==> src/rtl/oled_power_sequencer.sv <==
// SSD1306 power-up sequencer: switches the VDD/RES/VBAT rails in order, runs
// the delay generator for the settle times and streams init command bytes to
// the SPI serializer. initDone rises once the panel is on.
//
// Handshakes (valid/ready style, both directions):
//   delayEn  is a level request. It is held until delayDone is sampled high,
//            then dropped for at least one cycle before any new request.
//   spiLoad  is a level request with spiData stable while it is high. It is
//            held until spiDone is sampled high, then dropped for at least one
//            cycle before the next byte.
//   A delayDone or spiDone pulse that arrives while the matching request is
//   low is ignored.
module oled_power_sequencer #(
    parameter int LONG_REPS = 50,
    parameter int CMD_A_LEN = 4,
    parameter int CMD_B_LEN = 6
) (
    input  logic       clock,
    input  logic       reset,
    input  logic       start,
    output logic       delayEn,
    input  logic       delayDone,
    output logic [7:0] spiData,
    output logic       spiLoad,
    input  logic       spiDone,
    output logic       oledDc,
    output logic       oledRes,
    output logic       oledVdd,
    output logic       oledVbat,
    output logic       initDone,
    output logic [3:0] fsmState
);

    typedef enum logic [3:0] {
        IDLE      = 4'd0,
        VDD_ON    = 4'd1,
        WAIT_VDD  = 4'd2,
        DISP_OFF  = 4'd3,
        RES_LO    = 4'd4,
        WAIT_RES  = 4'd5,
        RES_HI    = 4'd6,
        WAIT_RES2 = 4'd7,
        CMD_A     = 4'd8,
        VBAT_ON   = 4'd9,
        WAIT_LONG = 4'd10,
        CMD_B     = 4'd11,
        DISP_ON   = 4'd12,
        DONE      = 4'd13
    } state_t;

    state_t     state;
    logic [2:0] byteIdx;
    logic [5:0] repCnt;

    // Commands sent before VBAT is switched on: charge pump on, pre-charge period.
    function automatic logic [7:0] cmdA(input logic [2:0] idx);
        case (idx)
            3'd0:    cmdA = 8'h8D;
            3'd1:    cmdA = 8'h14;
            3'd2:    cmdA = 8'hD9;
            3'd3:    cmdA = 8'hF1;
            default: cmdA = 8'h00;
        endcase
    endfunction

    // Commands sent after the long VBAT settle: contrast, segment/COM remap, COM config.
    function automatic logic [7:0] cmdB(input logic [2:0] idx);
        case (idx)
            3'd0:    cmdB = 8'h81;
            3'd1:    cmdB = 8'h0F;
            3'd2:    cmdB = 8'hA1;
            3'd3:    cmdB = 8'hC8;
            3'd4:    cmdB = 8'hDA;
            3'd5:    cmdB = 8'h00;
            default: cmdB = 8'h00;
        endcase
    endfunction

    // This block only ever sends commands.
    assign oledDc   = 1'b0;
    assign fsmState = state;

    // Sequencer FSM: one step per edge, every output registered.
    always_ff @(posedge clock) begin
        if (reset) begin
            state    <= IDLE;
            byteIdx  <= 3'd0;
            repCnt   <= 6'd0;
            delayEn  <= 1'b0;
            spiLoad  <= 1'b0;
            spiData  <= 8'h00;
            oledRes  <= 1'b1;
            oledVdd  <= 1'b1;
            oledVbat <= 1'b1;
            initDone <= 1'b0;
        end else begin
            case (state)
                IDLE: begin
                    if (start) state <= VDD_ON;
                end
                VDD_ON: begin
                    oledVdd <= 1'b0;
                    delayEn <= 1'b1;
                    state   <= WAIT_VDD;
                end
                WAIT_VDD: begin
                    if (delayEn && delayDone) begin
                        delayEn <= 1'b0;
                        state   <= DISP_OFF;
                    end
                end
                DISP_OFF: begin
                    if (!spiLoad) begin
                        spiData <= 8'hAE;
                        spiLoad <= 1'b1;
                    end else if (spiDone) begin
                        spiLoad <= 1'b0;
                        state   <= RES_LO;
                    end
                end
                RES_LO: begin
                    oledRes <= 1'b0;
                    delayEn <= 1'b1;
                    state   <= WAIT_RES;
                end
                WAIT_RES: begin
                    if (delayEn && delayDone) begin
                        delayEn <= 1'b0;
                        state   <= RES_HI;
                    end
                end
                RES_HI: begin
                    oledRes <= 1'b1;
                    delayEn <= 1'b1;
                    state   <= WAIT_RES2;
                end
                WAIT_RES2: begin
                    if (delayEn && delayDone) begin
                        delayEn <= 1'b0;
                        byteIdx <= 3'd0;
                        state   <= CMD_A;
                    end
                end
                CMD_A: begin
                    if (!spiLoad) begin
                        spiData <= cmdA(byteIdx);
                        spiLoad <= 1'b1;
                    end else if (spiDone) begin
                        spiLoad <= 1'b0;
                        if (byteIdx == 3'(CMD_A_LEN - 1)) begin
                            byteIdx <= 3'd0;
                            state   <= VBAT_ON;
                        end else begin
                            byteIdx <= byteIdx + 3'd1;
                        end
                    end
                end
                VBAT_ON: begin
                    oledVbat <= 1'b0;
                    repCnt   <= 6'd0;
                    delayEn  <= 1'b1;
                    state    <= WAIT_LONG;
                end
                WAIT_LONG: begin
                    // Re-request after the one idle cycle between periods.
                    if (!delayEn) begin
                        delayEn <= 1'b1;
                    end else if (delayDone) begin
                        delayEn <= 1'b0;
                        if (repCnt == 6'(LONG_REPS - 1)) begin
                            byteIdx <= 3'd0;
                            state   <= CMD_B;
                        end else begin
                            repCnt <= repCnt + 6'd1;
                        end
                    end
                end
                CMD_B: begin
                    if (!spiLoad) begin
                        spiData <= cmdB(byteIdx);
                        spiLoad <= 1'b1;
                    end else if (spiDone) begin
                        spiLoad <= 1'b0;
                        if (byteIdx == 3'(CMD_B_LEN - 1)) begin
                            byteIdx <= 3'd0;
                            state   <= DISP_ON;
                        end else begin
                            byteIdx <= byteIdx + 3'd1;
                        end
                    end
                end
                DISP_ON: begin
                    if (!spiLoad) begin
                        spiData <= 8'hAF;
                        spiLoad <= 1'b1;
                    end else if (spiDone) begin
                        spiLoad  <= 1'b0;
                        initDone <= 1'b1;
                        state    <= DONE;
                    end
                end
                DONE: begin
                    state <= DONE;
                end
                default: state <= IDLE;
            endcase
        end
    end

endmodule

==> config.mk <==
export PLATFORM = sky130hd
export DESIGN_NAME = oled_power_sequencer
export DESIGN_NICKNAME = d
export VERILOG_FILES = /design/src/rtl/oled_power_sequencer.sv
export SDC_FILE = /design/constraint.sdc
export NUM_CORES = 1
export LEC_CHECK = 0
export ABC_AREA = 1
export CORE_MARGIN = 1
export CORE_UTILIZATION = 50
export DETAILED_ROUTE_END_ITERATION = 10
export DONT_BUFFER_PORTS = 1
export GPL_ROUTABILITY_DRIVEN = 1
export PLACE_DENSITY = 0.63
export SYNTH_ARGS = -nofsm -noshare
export SYNTH_HDL_FRONTEND = slang
export SYNTH_SLANG_ARGS = --single-unit
==> constraint.sdc <==
create_clock -name clock -period 2.1 [get_ports clock]
set_input_delay 0.21 -clock clock [delete_from_list [all_inputs] [get_ports clock]]
set_output_delay 0.21 -clock clock [all_outputs]
set_load 0.05 [all_outputs]
==> run metrics <==
post-detail-place hpwl 2760 um; outcome finished, final reports clean; headroom to the max-slew limit 0.633; share of the synthesized area in the top cell type 0.312; type of the setup path with the least slack register to register; synthesized-area fraction occupied by ao, oa, aoi and oai cells 0.172; number of antenna diodes 0; Max stage delay on crit path 500 ps; clock root buffer master sky130_fd_sc_hd__clkbuf_4; most instantiated cells after synthesis sky130_fd_sc_hd__nand2_1, sky130_fd_sc_hd__nor2_1, sky130_fd_sc_hd__dfxtp_1; number of synthesized flops with an enable pin 0; Worst Setup Start Kind register; Power Total 2.38 mW; overall routed net length 3610 um; post-synthesis adder-cell area fraction 0.0578; XOR/XNOR Fraction of Synth Area 0; Die Y 60.9 um; Top cell by count, worst path sky130_fd_sc_hd__nand2_1; Hold Slack 52.4 ps; via total after detailed routing 1624; Synth Area per Inst 6.64 um^2; register area share after synthesis 0.312; critical path arrival 1900 ps; number of search-and-repair iterations in the first detailed-routing pass 5; highest achievable clock rate 609 MHz; starting utilization of the core area 0.519; post-synthesis cell count 261; post-detailed-route via-to-cell ratio 5.19; clock period minus worst slack 1640 ps; initial antenna violation count 0; proportion of synthesized area in mux cells 0; post-cts repair resize count 0; Post-Syn Area 1730 um^2; P_leak 0.830 nW; simple-gate area share of the yosys netlist 0.367; DRC violations left 0; total clock sinks 27; Setup Fix Bufs, Post-CTS 0; share of layout cells above drive strength 1 0.135; fill cell instance count of the final layout 354; number of placement rows 21; Final Hold Viols 0; H-tree levels 1; total area of multi-input combinational cells 1040 um^2; number of nets with antenna violations after routing 0; CTS buffer count 3; total of max-cap violations 0; setup repair after global routing missed its margin no; Post-Synthesis Net Count 274; number of synthesized register bits 27; nets 281; Die Wd 60.9 um; drt wl/cell 11.5 um; required time at the worst-slack endpoint 2360 ps; critical-path cell list buf_4, nor2_1, nand2_1, nand2_1, nand2_1, nand2_1, nor2_4, nand3_1, nand2_1, nor2_1; final setup violation count 0; TritonCTS clock tree yes; utilization after layout 0.549; Synth cell types 28; vias in the first global route 1396; share of synthesized flip-flops with an asynchronous set or reset 0; maximum ir drop on the vdd rail 0.594 mV; synth-to-layout area growth 5.78%; number of cells in the finished layout apart from fillers 313; Period Utilization, post-route 0.781; input/output buffers 0; cell type contributing the most total cell area after synthesis sky130_fd_sc_hd__dfxtp_1; Pwr Density 1300 nW/um^2; type of element capturing the critical path register; later-pin clock latency in the skew report 340 ps; Inst Count DP 308; Total GRT Usage 0.215; overflow left after global routing 0; DR iter-0 viols 64; crit-path max FO 8; maximum buffer depth of the clock tree 2; worst hold path class primary input to register; worst-margin pin slew 550 ps; count of final max-slew check failures 0; Worst Clk Skew 3.54 ps; I/O Pins 24; Max stage delay cell, worst path sky130_fd_sc_hd__dfxtp_1; Seq. cell area 541 um^2; die outline area 3710 um^2; most used flip-flop cell after synthesis sky130_fd_sc_hd__dfxtp_1; clock transition at the registers of the reported paths 160 ps; global-route wire length before repair 5950 um; count leader, synth sky130_fd_sc_hd__nand2_1; Placeable Area 3340 um^2; placer congestion estimate 0.887; setup total negative slack 0 ps; ranking of synthesized cells by area sky130_fd_sc_hd__dfxtp_1, sky130_fd_sc_hd__nand2_1, sky130_fd_sc_hd__nor2_1, sky130_fd_sc_hd__a21oi_1, sky130_fd_sc_hd__ha_1; largest net degree at the start of global routing 18; main combinational cell family by area after synthesis simple AND/OR/NAND/NOR gates; Synth Warn # 0
-- per-stage QoR --
step | worst slack, ps | cell area (um^2)
floorplan | 420 | 1730
global placement | 468 | 1790
detailed placement | 479 | 1790
CTS | 459 | 1830
global route | 294 | 1830
finish | 459 | 1830
-- state kept, by name (all words and copies together) (netlist names) --
| name | cells |
|---|---|
| delayEn | 1 |
| oledRes | 1 |
| repCnt | 6 |
| spiData | 8 |
| oledVbat | 1 |
| oledVdd | 1 |
| fsmState | 4 |
| initDone | 1 |
| spiLoad | 1 |
| byteIdx | 3 |
-- routing by layer --
layer | global-route usage | up-vias | routed length (um)
met1 | 0.283 | 736 | 1770
met4 | 0.0584 | 0 | 36
met5 | 0 | - | 0
met3 | 0.0256 | 6 | 113
met2 | 0.370 | 32 | 1700
li1 | - | 850 | -
-- repair_timing --
item | CTS | global route
endpoints found under the setup margin | 0 | 0
hold buffers | 1 | 0
hold endpoints to repair | 6 | 0
-- kinds of logic after synthesis --
kind of cell | Yosys count
other | 1
buffers and inverters | 34
DFF | 27
and+or+nand+nor | 139
adders and majority gates | 8
AOI/OAI and AO/OA | 52
-- cell usage in the layout, fill, tap and decap left out, types with 2 or more instances in the layout --
cell type / Yosys / layout
sky130_fd_sc_hd__a21oi_1: 22 / 22
sky130_fd_sc_hd__buf_4: 1 / 7
sky130_fd_sc_hd__clkbuf_4: 0 / 3
sky130_fd_sc_hd__dfxtp_1: 27 / 27
sky130_fd_sc_hd__ha_1: 8 / 8
sky130_fd_sc_hd__inv_1: 23 / 23
sky130_fd_sc_hd__inv_2: 5 / 5
sky130_fd_sc_hd__nand2_1: 66 / 66
sky130_fd_sc_hd__nand2_2: 4 / 4
sky130_fd_sc_hd__nand2_4: 2 / 2
sky130_fd_sc_hd__nand3_1: 15 / 15
sky130_fd_sc_hd__nor2_1: 38 / 38
sky130_fd_sc_hd__nor2_2: 4 / 4
sky130_fd_sc_hd__nor2_4: 5 / 5
sky130_fd_sc_hd__nor3_1: 3 / 3
sky130_fd_sc_hd__o211ai_1: 2 / 2
sky130_fd_sc_hd__o21a_1: 2 / 2
sky130_fd_sc_hd__o21ai_0: 20 / 20
sky130_fd_sc_hd__o21ai_2: 2 / 2
-- report_power, final --
group          leakage [nW]  internal (mW)  switching, mW
logic                 0.596          0.388          0.820
clock network        0.0139         0.0731          0.172
registers             0.220          0.628          0.303
-- worst paths after layout --
| kind | endpoint | depth (start not counted) | startpoint | slack [ps] |
|---|---|---|---|---|
| hold / removal | repCnt[4] | 3 | reset | 50 |
| setup / recovery | fsmState[2] | 10 | fsmState[3] | 460 |
| hold reg to reg | repCnt[0] | 1 | repCnt[0] | 530 |
| setup reg to reg | fsmState[2] | 10 | fsmState[3] | 460 |
-- cell type report --
type                            count  share of cell area
Clock buffer                        3              0.0123
Clock inverter                      1             0.00410
Inverter                           28              0.0573
Multi-Input combinational cell    200               0.566
Sequential cell                    27               0.295
Tap cell                           46              0.0314
Timing Repair Buffer                8              0.0341
-- worst max-delay path: cells and delay by family, from the launching register on --
| kind | cells | cell delay (ps) |
|---|---|---|
| DFF | 1 | 500 |
| and+or+nand+nor | 9 | 760 |
| buffers and inverters | 1 | 290 |
Note: power is estimated with default switching activity, not from simulation.
